==> config.mk <==
export PLATFORM = sky130hd
export DESIGN_NAME = mdr_mem_unit
export DESIGN_NICKNAME = d
export VERILOG_FILES = /design/src/rtl/mdr_mem_unit.sv
export SDC_FILE = /design/constraint.sdc
export NUM_CORES = 1
export LEC_CHECK = 0
export ABC_AREA = 1
export CAP_MARGIN = 10
export CORE_MARGIN = 1.5
export CORE_UTILIZATION = 39
export CTS_BUF_LIST = sky130_fd_sc_hd__clkbuf_16
export DETAILED_ROUTE_END_ITERATION = 10
export HOLD_SLACK_MARGIN = 0.15
export PLACE_DENSITY_LB_ADDON = 0.05
export REMOVE_ABC_BUFFERS = 1
export SYNTH_ARGS = -nofsm -noshare
export SYNTH_HDL_FRONTEND = slang
export SYNTH_SLANG_ARGS = --single-unit
==> constraint.sdc <==
create_clock -name clock -period 2.37 [get_ports clock]
set_clock_uncertainty 0.2 [all_clocks]
set_input_delay 0.3555 -clock clock [delete_from_list [all_inputs] [get_ports clock]]
set_output_delay 0.3555 -clock clock [all_outputs]
set_load 0.005 [all_outputs]
==> src/rtl/mdr_mem_unit.sv <==
// mdr_mem_unit: memory-side datapath stage.
// Holds MAR and MDR, sources BusMuxInMDR, and runs a req/ack handshake to a
// word-addressed memory so reads and writes complete without sequencer help.
// busy/done/err report transaction progress back to the control sequencer.

module mdr_mem_unit #(
  parameter int DATA_W  = 32,
  parameter int ADDR_W  = 9,
  parameter int TIMEOUT = 15
) (
  input  logic              clock,
  input  logic              clear_n,
  input  logic [DATA_W-1:0] bus_in,
  input  logic              mar_in,
  input  logic              mdr_in,
  input  logic              read,
  input  logic              write,
  output logic [DATA_W-1:0] mdr_q,
  output logic [ADDR_W-1:0] mem_addr,
  output logic [DATA_W-1:0] mem_wdata,
  output logic              mem_req,
  output logic              mem_we,
  input  logic              mem_ack,
  input  logic [DATA_W-1:0] mem_rdata,
  output logic              busy,
  output logic              done,
  output logic              err
);

  // Wait counter only ever holds 0 .. TIMEOUT-1 before the timeout fires.
  localparam int CNT_W = (TIMEOUT > 2) ? $clog2(TIMEOUT) : 1;

  typedef enum logic [1:0] {
    IDLE,
    RD_REQ,
    WR_REQ,
    DONE
  } state_t;

  state_t             state_q, state_d;
  logic [CNT_W-1:0]   cnt_q, cnt_d;
  logic [ADDR_W-1:0]  mar_q, mar_d;
  logic [DATA_W-1:0]  mdr_q_r, mdr_d;
  logic               req_d, we_d, busy_d, done_d, err_d;
  logic               timeout_hit;

  assign mdr_q     = mdr_q_r;
  assign mem_addr  = mar_q;
  assign mem_wdata = mdr_q_r;

  // Timeout fires on the last permitted waiting cycle; TIMEOUT of 0 waits forever.
  assign timeout_hit = (TIMEOUT != 0) && (cnt_q == CNT_W'(TIMEOUT - 1));

  // Next-state and next-output logic; the handshake outputs are computed
  // one cycle early here so they come straight out of flops.
  always_comb begin
    state_d = state_q;
    cnt_d   = cnt_q;
    mar_d   = mar_q;
    mdr_d   = mdr_q_r;
    req_d   = 1'b0;
    we_d    = 1'b0;
    busy_d  = 1'b0;
    done_d  = 1'b0;
    err_d   = 1'b0;

    case (state_q)
      IDLE: begin
        if (mar_in) mar_d = bus_in[ADDR_W-1:0];
        if (mdr_in) mdr_d = bus_in;
        if (read && write) begin
          err_d = 1'b1;
        end else if (read) begin
          state_d = RD_REQ;
          cnt_d   = '0;
          req_d   = 1'b1;
          busy_d  = 1'b1;
        end else if (write) begin
          state_d = WR_REQ;
          cnt_d   = '0;
          req_d   = 1'b1;
          we_d    = 1'b1;
          busy_d  = 1'b1;
        end
      end

      RD_REQ, WR_REQ: begin
        if (mem_ack) begin
          if (state_q == RD_REQ) mdr_d = mem_rdata;
          state_d = DONE;
          done_d  = 1'b1;
        end else if (timeout_hit) begin
          state_d = IDLE;
          err_d   = 1'b1;
        end else begin
          if (TIMEOUT != 0) cnt_d = cnt_q + CNT_W'(1);
          req_d  = 1'b1;
          we_d   = (state_q == WR_REQ);
          busy_d = 1'b1;
        end
      end

      DONE: begin
        state_d = IDLE;
      end

      default: begin
        state_d = IDLE;
      end
    endcase
  end

  // State, registers and registered outputs; reset aborts any transaction at once.
  always_ff @(posedge clock or negedge clear_n) begin
    if (!clear_n) begin
      state_q <= IDLE;
      cnt_q   <= '0;
      mar_q   <= '0;
      mdr_q_r <= '0;
      mem_req <= 1'b0;
      mem_we  <= 1'b0;
      busy    <= 1'b0;
      done    <= 1'b0;
      err     <= 1'b0;
    end else begin
      state_q <= state_d;
      cnt_q   <= cnt_d;
      mar_q   <= mar_d;
      mdr_q_r <= mdr_d;
      mem_req <= req_d;
      mem_we  <= we_d;
      busy    <= busy_d;
      done    <= done_d;
      err     <= err_d;
    end
  end

endmodule

== Word level (Yosys, flattened, before mapping) ==
Index checks and enable logic that the tools add are counted.
Storage, ports and cells
  flip-flop bits (word level): 51
  bits of input ports: 71
  output and inout bits: 78
  word-level logic and storage cells: 62
Cells by class
  add/sub/neg operators: 1
  equal/unequal tests: 12
  mux-type cells: 33
  reduce and logical (&&, ||, !) cells: 8
Operators with widths (number)
  2-to-1 mux 32 bit: 3
  one-hot mux 32 bit (2 select lines): 1
  2-to-1 mux 4 bit: 5
  2-to-1 mux 1 bit: 14
  inequality test 2 bit, second input constant: 6
  2-to-1 mux 2 bit: 5
  one-hot mux 4 bit (2 select lines): 1
  inequality test 3 bit, second input constant: 2
  one-hot mux 1 bit (2 select lines): 3
  one-hot mux 2 bit (3 select lines): 1
  AND reduction 5 bit: 1
  adder 4 x 1 -> 4 bit, second input constant: 1
  equality test 2 bit, second input constant: 2
  equality test 4 bit, second input constant: 1
  AND reduction 4 bit: 1
  AND reduction 3 bit: 1
  equality test 2 x 1 -> 1 bit, second input constant: 1
  logical NOT 2 bit: 1
  AND reduction 2 bit: 1
  nonzero test 2 bit: 1
  OR reduction 2 bit: 1
  logical AND 1 bit: 1

== Logic depth before layout (Yosys ltp) ==
Gate-level depths: netlist of the first run.
  depth in word-level cells: 4
  mapped depth: 9
  depth with buffers taken out: 7

== Worst setup path after synthesis of the first run ==
No wires, ideal clock.
  path type: register -> register
  start point: register state_q[0]
  end point: register mdr_q_r[29] (netlist: mdr_q[29])
  library setup time: 123 ps
  arrival time: 1387 ps
  required time: 2047 ps
  path slack: 659 ps
  stages on the path, launching flop included: 7
  buffers on the path: 1
  period minus slack after synthesis: 1711 ps
  cells stage by stage: dfrtp_1 > inv_1 > ha_1 > buf_2 > or2_2 > o21ai_0 > o21ai_1
Between the ends
  longest elaborated chain between the ends: 4
  elaborated cells between the ends (all ways): 10
  classes of those cells: eq/ne: 5; mux: 1; reduce/logical: 4
RTL lines
  start, declared: line 40  | state_t state_q, state_d;
  start signal, assigned: line 126  | state_q <= state_d;
  equality test 2 x 1 -> 1 bit / equality test 2 bit (equally long branches): line 67, 89
  OR reduction 2 bit: line 67  | case (state_q)
  inequality test 2 bit (no line) / nonzero test 2 bit (equally long branches)
  AND reduction 4 bit (no line)
  end signal, assigned: line 129  | mdr_q_r <= mdr_d;
  end, declared: line 43  | logic [DATA_W-1:0] mdr_q_r, mdr_d;
Parallel ways exist; a longest one is shown, timed or not.
A chain may end at the register's enable or synchronous reset.

== Worst setup path in the final report of the first run ==
  start point: register state_q[0]
  end point: register mdr_q_r[3] (netlist: mdr_q[3])
Same word-level chain as after synthesis.

==> results.sh, run 1 <==
export IMPL_num_io_pins=149
export IMPL_worstHoldStart="mem_addr[5]"
export IMPL_fmax_mhz=487
export IMPL_antenna_found_initial=0
export IMPL_routed_wl_um=6960
export IMPL_synth_largest_area_cell="dfrtp_1"
export IMPL_fin_crit_ns=2.06
export IMPL_drive_gt1_share_pct=10.7
export IMPL_cts_buffer_depth=2
export IMPL_fillCellCount=630
export IMPL_crit_arrival_ns=1.99
export IMPL_fp_dieH_um=87.3
export IMPL_crit_fanout=64
export IMPL_synth_most_common_cell="nand2_1"
export IMPL_pre_cts_slack_ns=0.263
export IMPL_relSlewSlack_pct=60.1
export IMPL_r2r_end="mdr_q[3]"
export IMPL_seq_area_sq_um=1280
export IMPL_synth_warnings=0
export IMPL_synth_cells=318
export IMPL_drt_antenna_violating_nets=0
export IMPL_synth_ff_type="dfrtp_1"
export IMPL_status="finished clean"
export IMPL_required_ns=2.31
export IMPL_ys_seq_area_share_pct=46.0
export IMPL_gp_congestion=0.751
export IMPL_post_drt_wl_per_cell_um=13.3
export IMPL_period_share_pct=86.7
export IMPL_ys_ff_latch=51
export IMPL_vias=2399
export IMPL_cts_resized=0
export IMPL_multi_input_area_sq_um=1080
export IMPL_n_antenna_cell=0
export IMPL_area_growth_synth_to_final_pct=51.3
export IMPL_powerDensity_nw_per_um2=1330
export IMPL_htreeDepth=2
export IMPL_placedCellCount=517
export IMPL_drc=0
export IMPL_peakVddDrop_v=0.000803
export IMPL_dr_pass1_iters=4
export IMPL_setup_viol=0
export IMPL_critPathLaunchType="flip-flop"
export IMPL_p_total_mw=5.60
export IMPL_fin_cells=525
export IMPL_grt_start_max_net_pins=65
export IMPL_crit_type="flip-flop to flip-flop"
export IMPL_dpl_hpwl_um=5310
export IMPL_startpoint="state_q[0]"
export IMPL_worst_pin_slew_ns=0.598
export IMPL_grt_ovfl_total=0
export IMPL_postCtsSetupBuffers=0
export IMPL_grt_pass1_vias=2199
export IMPL_worstReg2RegStart="state_q[0]"
export IMPL_crit_end="mdr_q[3]"
export IMPL_grtUsageTotal_pct=18.2
export IMPL_maxSlewViolCount=0
export IMPL_synth_cell_types=22
export IMPL_final_nets=509
export IMPL_r2r_slack_ns=0.31
export IMPL_r2r_cells=7
export IMPL_avgSynthCellArea_sq_um=8.72
export IMPL_hp_class="flip-flop to flip-flop"
export IMPL_synthArstFlopShare_pct=100
export IMPL_cp_end_kind="flip-flop"
export IMPL_portBuffers=148
export IMPL_cts_tree="yes"
export IMPL_synth_common_cells="66 x nand2_1, 51 x dfrtp_1, 43 x o21ai_1"
export IMPL_clk_pin_slew_ns=0.06
export IMPL_synth_top_area_share_pct=46.0
export IMPL_fin_util_pct=61.4
export IMPL_coreArea_sq_um=6830
export IMPL_start_util_pct=40.6
export IMPL_root_buffer="clkbuf_16"
export IMPL_clock_sinks=51
export IMPL_fin_ws_ns=0.315
export IMPL_clock_latency_ns=0.28
export IMPL_hold_buffers=1
export IMPL_cts_buffers=5
export IMPL_finalHoldViolations=0
export IMPL_dieArea_sq_um=7630
export IMPL_syn_cell_area_sq_um=2770
export IMPL_p_leak_nw=1.87
export IMPL_synth_edf_count=0
export IMPL_die_w_um=87.3
export IMPL_viasPerCell=4.57
export IMPL_rows=30
export IMPL_grt_pass1_wl_um=10800
export IMPL_synth_area_top_cells="dfrtp_1 46%, buf_4 9.7%, nand2_1 8.9%"
export IMPL_drv_cap=0
export IMPL_rsz0062_at_grt="false"
export IMPL_drtIter0Drc=88
## state kept, by name, summed over array words and instances, names as in the netlist
name,flops
busy,1
cnt_q,4
done,1
err,1
mdr_q,32
mem_addr,9
mem_we,1
state_q,2
## per-stage QoR
stage | hold slack [ns] | setup TNS [ns] | area (sq um)
2_1_floorplan | -0.140 | -0.302 | 2420
6_report | 0.283 | 0 | 4200
4_1_cts | 0.290 | 0 | 4200
3_5_place_dp | 0.199 | 0 | 4050
5_1_grt | 0.311 | 0 | 4200
3_3_place_gp | 0.190 | 0 | 4050
## kinds of logic (layout without fill, tap and decap cells)
group,after synthesis,count (layout),share of synthesized area [%]
AND/OR/NAND/NOR,104,104,17.4
XOR/XNOR,1,1,0.316
multiplexers,4,4,1.62
buffers and inverters,66,177,15.2
adder cells (fa/ha/maj),9,9,4.06
flip-flops,51,51,46.0
AO/OA/AOI/OAI,83,83,15.5
## critical path: stages (launching register included)
cell and delay [ns]:
dfrtp_1 0.42, inv_1 0.10, ha_1 0.37, nand2_1 0.11, o21ai_2 0.10, nand2_4 0.34, nand2_1 0.17, o21ai_1 0.09
## layout make-up
cell class	count	share of cell area (%)
multi-input cells	201	25.7
well taps	96	2.86
repair buffers	152	36.3
clock inverters	2	0.209
inverters	18	1.61
flip-flops and latches	51	30.4
clock buffers	5	2.98
## worst min-delay path by stage
stage	to	slack [ns]	depth (start not counted)
after floorplan	busy	-0.14	0
after global placement	mdr_q[29]	0.19	1
after detailed placement	mdr_q[26]	0.20	1
after CTS	mem_addr[5]	0.29	2
after global routing	mem_addr[8]	0.31	1
final	mem_addr[5]	0.28	2
## per-layer routing
metal | GRT usage [%] | vias up | wire [um]
li1 | - | 1220 | -
met1 | 23.3 | 1092 | 3050
met2 | 31.6 | 85 | 3450
met3 | 4.08 | 2 | 427
met4 | 3.46 | 0 | 31
met5 | 0 | - | 0
## cell usage in the layout, fill, tap and decap left out, drive strengths merged, types with 3 or more instances in the layout
cell type	Yosys	routed
nand4	3	3
inv	18	18
clkdlybuf4s50	0	147
a21oi	5	5
clkbuf	2	5
dfrtp	51	51
buf	46	4
ha	9	9
nand3	3	3
or2	28	28
mux2	4	4
nor2	3	3
nand2	67	67
o21bai	4	4
o21ai	74	74
## report_power, final
part	leakage [nW]	internal (mW)	total, mW	switching, mW
Clock	0.0671	0.380	0.662	0.283
Combinational	1.17	1.81	3.31	1.50
Sequential	0.630	1.31	1.63	0.314
Power figures use the tool's default switching activity.
==> inputs of run 2 (changes only) <==
CORE_MARGIN = unset   (was 1.5)
CORE_UTILIZATION = 40   (was 39)
CTS_BUF_LIST = sky130_fd_sc_hd__clkbuf_8   (was sky130_fd_sc_hd__clkbuf_16)
==> run 2 against run 1 <==
  * Critical path depth is the same
  * Clock power shrank 18%
  * Largest cell class unchanged
  * Via count grew 1.8%
  * Critical path type unchanged
  * Combinational power grew 2%
==> results.sh, run 2 (synthesized netlist as in run 1, its figures left out) <==
export IMPL_status="finished clean"
export IMPL_peakVddDrop_v=0.000662
export IMPL_clock_latency_ns=0.29
export IMPL_period_share_pct=91.3
export IMPL_area_growth_synth_to_final_pct=49.6
export IMPL_hold_depth=2
export IMPL_setup_viol=0
export IMPL_htreeDepth=2
export IMPL_crit_fanout=64
export IMPL_num_io_pins=149
export IMPL_start_util_pct=42.5
export IMPL_power_switching_mw=2.13
export IMPL_routed_wl_um=7130
export IMPL_clock_sinks=51
export IMPL_placedCellCount=499
export IMPL_grt_start_max_net_pins=65
export IMPL_cts_buffer_depth=2
export IMPL_fp_dieH_um=85.3
export IMPL_finalHoldViolations=0
export IMPL_grt_pass1_wl_um=11400
export IMPL_hold_ws_ns=0.297
export IMPL_largest_register_ff_count=32
export IMPL_gp_congestion=0.833
export IMPL_powerDensity_nw_per_um2=1340
export IMPL_vias=2443
export IMPL_dieArea_sq_um=7270
export IMPL_swShare_pct=38.4
export IMPL_cts_buffers=5
export IMPL_drt_antenna_violating_nets=0
export IMPL_fmax_mhz=462
export IMPL_p_leak_nw=1.86
export IMPL_dr_pass1_iters=4
export IMPL_n_antenna_cell=0
export IMPL_crit_arrival_ns=2.13
export IMPL_grt_ovfl_total=0
export IMPL_final_nets=510
export IMPL_relSlewSlack_pct=56.8
export IMPL_slowest_delay_ns=0.45
export IMPL_drc=0
export IMPL_maxSlewViolCount=0
export IMPL_fin_cells=508
export IMPL_p_clk_share_pct=9.8
export IMPL_antenna_found_initial=0
export IMPL_crit_chain="inv_1, ha_1, inv_2, o21ai_2, nand2_4, nand2_1, o21ai_1"
export IMPL_r2r_cells=7
export IMPL_mostFrequentLayoutCell="clkdlybuf4s50_1"
export IMPL_required_ns=2.34
export IMPL_post_drt_wl_per_cell_um=14.0
export IMPL_cp_end_kind="flip-flop"
export IMPL_hp_class="flip-flop to flip-flop"
export IMPL_grtUsageTotal_pct=20.0
export IMPL_portBuffers=148
export IMPL_grt_pass1_vias=2308
export IMPL_postCtsSetupBuffers=0
export IMPL_root_buffer="clkbuf_8"
export IMPL_viasPerCell=4.81
export IMPL_die_w_um=85.3
export IMPL_dpl_hpwl_um=5320
export IMPL_crit_type="flip-flop to flip-flop"
export IMPL_final_cell_mix="147 x clkdlybuf4s50_1, 66 x nand2_1, 51 x dfrtp_1"
export IMPL_clk_pin_slew_ns=0.09
export IMPL_coreArea_sq_um=6530
export IMPL_drv_cap=0
export IMPL_worst_pin_slew_ns=0.648
export IMPL_critPathSlowestCell="ha_1"
export IMPL_intPower_mw=3.41
export IMPL_critPathLaunchType="flip-flop"
export IMPL_rsz0062_at_grt="false"
export IMPL_drtIter0Drc=67
export IMPL_rows=29
export IMPL_pwr_share_seq_pct=29.6
export IMPL_fin_crit_ns=2.16
export IMPL_combinationalPowerShare_pct=60.6
export IMPL_cts_tree="yes"
export IMPL_drive_gt1_share_pct=11.4
## run 2: final cells by class
type,count,area [sq um]
Fill cell,580,2380
Clock inverter,1,7.51
Tap cell,77,96.3
Sequential cell,51,1280
Multi-Input combinational cell,201,1080
Clock buffer,7,96.3
Timing Repair Buffer,153,1530
Inverter,18,67.6
## run 2: per-layer routing
| layer | part of all wire (%) | vias to the layer above | GRT usage [%] |
|---|---|---|---|
| met2 | 47 | 89 | 34.1 |
| met1 | 45 | 1125 | 26.1 |
| met5 | 0 | - | 0 |
| li1 | - | 1224 | - |
| met4 | 0.93 | 0 | 5.45 |
| met3 | 6.8 | 5 | 3.99 |
## run 2: what timing repair did
action,4_1_cts,5_1_grt
gates resized for setup,0,0
setup endpoints to repair,0,0
hold buffers,1,0
hold endpoints to repair,26,0
## run 2: critical path, delay by kind of cell, from the launching register on
family,cells,cell delay [ns]
AO/OA/AOI/OAI,2,0.23
adder cells (fa/ha/maj),1,0.45
buffers and inverters,2,0.16
flip-flops,1,0.42
AND/OR/NAND/NOR,2,0.53
## run 2: power by group through the flow
stage / clock [mW] / sequential, mW / combinational [mW]
2_1_floorplan: 0 / 1.68 / 1.41
3_3_place_gp: 0 / 1.64 / 3.31
3_5_place_dp: 0 / 1.66 / 3.39
4_1_cts: 0.571 / 1.64 / 3.41
5_1_grt: 0.605 / 1.70 / 3.73
6_report: 0.546 / 1.64 / 3.36
## run 2: worst paths after layout
path / start / end / slack, ns
max: state_q[1] / mdr_q[27] / 0.21
min reg2reg: mem_addr[5] / mem_addr[5] / 0.30
min in group asynchronous: clear_n / mdr_q[25] / 0.41
min: mem_addr[5] / mem_addr[5] / 0.30
max in group asynchronous: clear_n / mdr_q[14] / 0.99
max reg2reg: state_q[1] / mdr_q[27] / 0.21
## run 2: through the flow
stage	total power [mW]	worst slack (ns)	utilization, %	setup TNS, ns	instance area [sq um]
after floorplan	3.09	-0.00944	-	-0.302	2420
after global placement	4.96	0.267	61.8	0	4040
after detailed placement	5.05	0.209	61.8	0	4040
after CTS	5.62	0.193	63.5	0	4150
after global routing	6.03	0.0387	63.5	0	4150
final	5.55	0.206	63.5	0	4150
==> inputs of run 3 (changes only) <==
CORE_UTILIZATION = 24   (was 40)
==> run 3 against run 2 <==
  * Global-route usage shrank 6.8 points
  * Setup slack gained 0.14 ns
  * Sequential power is essentially flat
  * Sequential share of layout area shrank 0.91 points
  * Maximum frequency grew 7.2%
  * Register-to-register slack gained 0.14 ns
  * Largest power group unchanged
==> results.sh, run 3 (synthesized netlist as in run 1, its figures left out) <==
export IMPL_status="finished clean"
export IMPL_hold_depth=2
export IMPL_finalHoldViolations=0
export IMPL_antenna_found_initial=0
export IMPL_drt_antenna_violating_nets=0
export IMPL_drv_cap=0
export IMPL_cts_tree="yes"
export IMPL_fp_dieH_um=110
export IMPL_pwr_share_seq_pct=28.5
export IMPL_drtIter0Drc=117
export IMPL_grt_start_max_net_pins=53
export IMPL_r2r_slack_ns=0.35
export IMPL_r2r_end="cnt_q[2]"
export IMPL_hp_class="flip-flop to flip-flop"
export IMPL_area_growth_synth_to_final_pct=54.2
export IMPL_rsz0062_at_grt="false"
export IMPL_n_antenna_cell=0
export IMPL_viasPerCell=4.25
export IMPL_p_clk_share_pct=12.5
export IMPL_startpoint="state_q[0]"
export IMPL_period_share_pct=85.2
export IMPL_hold_ws_ns=0.296
export IMPL_crit_arrival_ns=2.02
export IMPL_drc=0
export IMPL_crit_fanout=34
export IMPL_coreArea_sq_um=11000
export IMPL_finalInstanceArea_sq_um=4280
export IMPL_grtUsageTotal_pct=13.2
export IMPL_peakVddDrop_v=0.000508
export IMPL_portBuffers=148
export IMPL_start_util_pct=25.1
export IMPL_gp_congestion=0.740
export IMPL_mostFrequentLayoutCell="clkdlybuf4s50_1"
export IMPL_dieArea_sq_um=12000
export IMPL_largest_register_ff_count=32
export IMPL_die_w_um=110
export IMPL_fmax_mhz=495
export IMPL_routed_wl_um=7900
export IMPL_final_nets=512
export IMPL_intPower_mw=3.61
export IMPL_setup_viol=0
export IMPL_worst_pin_slew_ns=0.690
export IMPL_postPlaceCellArea_sq_um=4130
export IMPL_cts_resized=0
export IMPL_fin_setup_tns_ns=0
export IMPL_r2r_cells=8
export IMPL_combinationalPowerShare_pct=58.9
export IMPL_relSlewSlack_pct=54.0
export IMPL_dr_pass1_iters=4
export IMPL_htreeDepth=2
export IMPL_clk_pin_slew_ns=0.10
export IMPL_power_switching_mw=2.15
export IMPL_cts_buffers=5
export IMPL_final_cell_mix="147 x clkdlybuf4s50_1, 66 x nand2_1, 51 x dfrtp_1"
export IMPL_cp_end_kind="flip-flop"
export IMPL_grt_pass1_vias=2290
export IMPL_required_ns=2.37
export IMPL_clock_latency_ns=0.30
export IMPL_powerDensity_nw_per_um2=1350
export IMPL_p_total_mw=5.76
export IMPL_worstReg2RegStart="state_q[0]"
export IMPL_grt_pass1_wl_um=12000
export IMPL_clock_sinks=51
export IMPL_crit_type="flip-flop to flip-flop"
export IMPL_dpl_hpwl_um=5800
export IMPL_num_io_pins=149
export IMPL_vias=2434
export IMPL_holdPathEnd="mem_addr[6]"
export IMPL_swShare_pct=37.4
export IMPL_drive_gt1_share_pct=11.8
export IMPL_post_drt_wl_per_cell_um=13.8
export IMPL_root_buffer="clkbuf_8"
export IMPL_maxSlewViolCount=0
export IMPL_cts_buffer_depth=2
export IMPL_p_leak_nw=1.88
export IMPL_grt_ovfl_total=0
export IMPL_worstHoldStart="mem_addr[6]"
export IMPL_critPathLaunchType="flip-flop"
export IMPL_rows=38
export IMPL_fin_crit_ns=2.02
==> run 3: final cells by class <==
class / count / area, sq um
clock buffer: 5 / 68.8
timing repair buffer: 155 / 1540
tap: 140 / 175
fill: 1174 / 6750
inverter: 18 / 67.6
multi-input combinational: 201 / 1080
clock inverter: 3 / 67.6
sequential: 51 / 1280
==> run 3: worst max-delay path: stages (launching register included) <==
cell	delay (ns)
dfrtp_1	0.41
inv_1	0.08
ha_1	0.31
buf_4	0.33
nand2_1	0.16
nand2_1	0.20
nor2_2	0.08
nand2_1	0.08
nand2_1	0.05
==> run 3: worst max-delay path by stage <==
stage,end,slack [ns],cells past startpoint
after floorplan,mdr_q[0],-0.009,7
after global placement,cnt_q[2],0.33,8
after detailed placement,cnt_q[2],0.30,8
after CTS,cnt_q[2],0.31,8
after global routing,state_q[0],0.20,7
final,cnt_q[2],0.35,8
==> run 3: through the flow <==
step | util [%] | std cells | worst slack, ns
2_1_floorplan | - | 270 | -0.00944
3_3_place_gp | 37.4 | 564 | 0.333
3_5_place_dp | 37.4 | 564 | 0.303
4_1_cts | 38.8 | 573 | 0.313
5_1_grt | 38.8 | 573 | 0.199
6_report | 38.8 | 573 | 0.351
==> run 3: repair_timing <==
action / CTS / global route
endpoints found under the hold margin: 26 / 0
setup buffers: 0 / 0
hold buffers: 1 / 0
==> run 3: per-layer routing <==
metal / routed length (um) / track usage (%) / vias up
met5: 0 / 0 / -
met4: 84 / 3.90 / 0
met2: 3670 / 22.3 / 91
li1: - / - / 1221
met1: 3650 / 17.2 / 1113
met3: 494 / 2.37 / 9
==> run 3: power by group through the flow <==
stage	Combinational (mW)	Clock, mW	Sequential, mW
2_1_floorplan	1.41	0	1.68
3_3_place_gp	3.46	0	1.66
3_5_place_dp	3.47	0	1.67
4_1_cts	3.49	0.752	1.66
5_1_grt	3.81	0.788	1.72
6_report	3.40	0.723	1.64
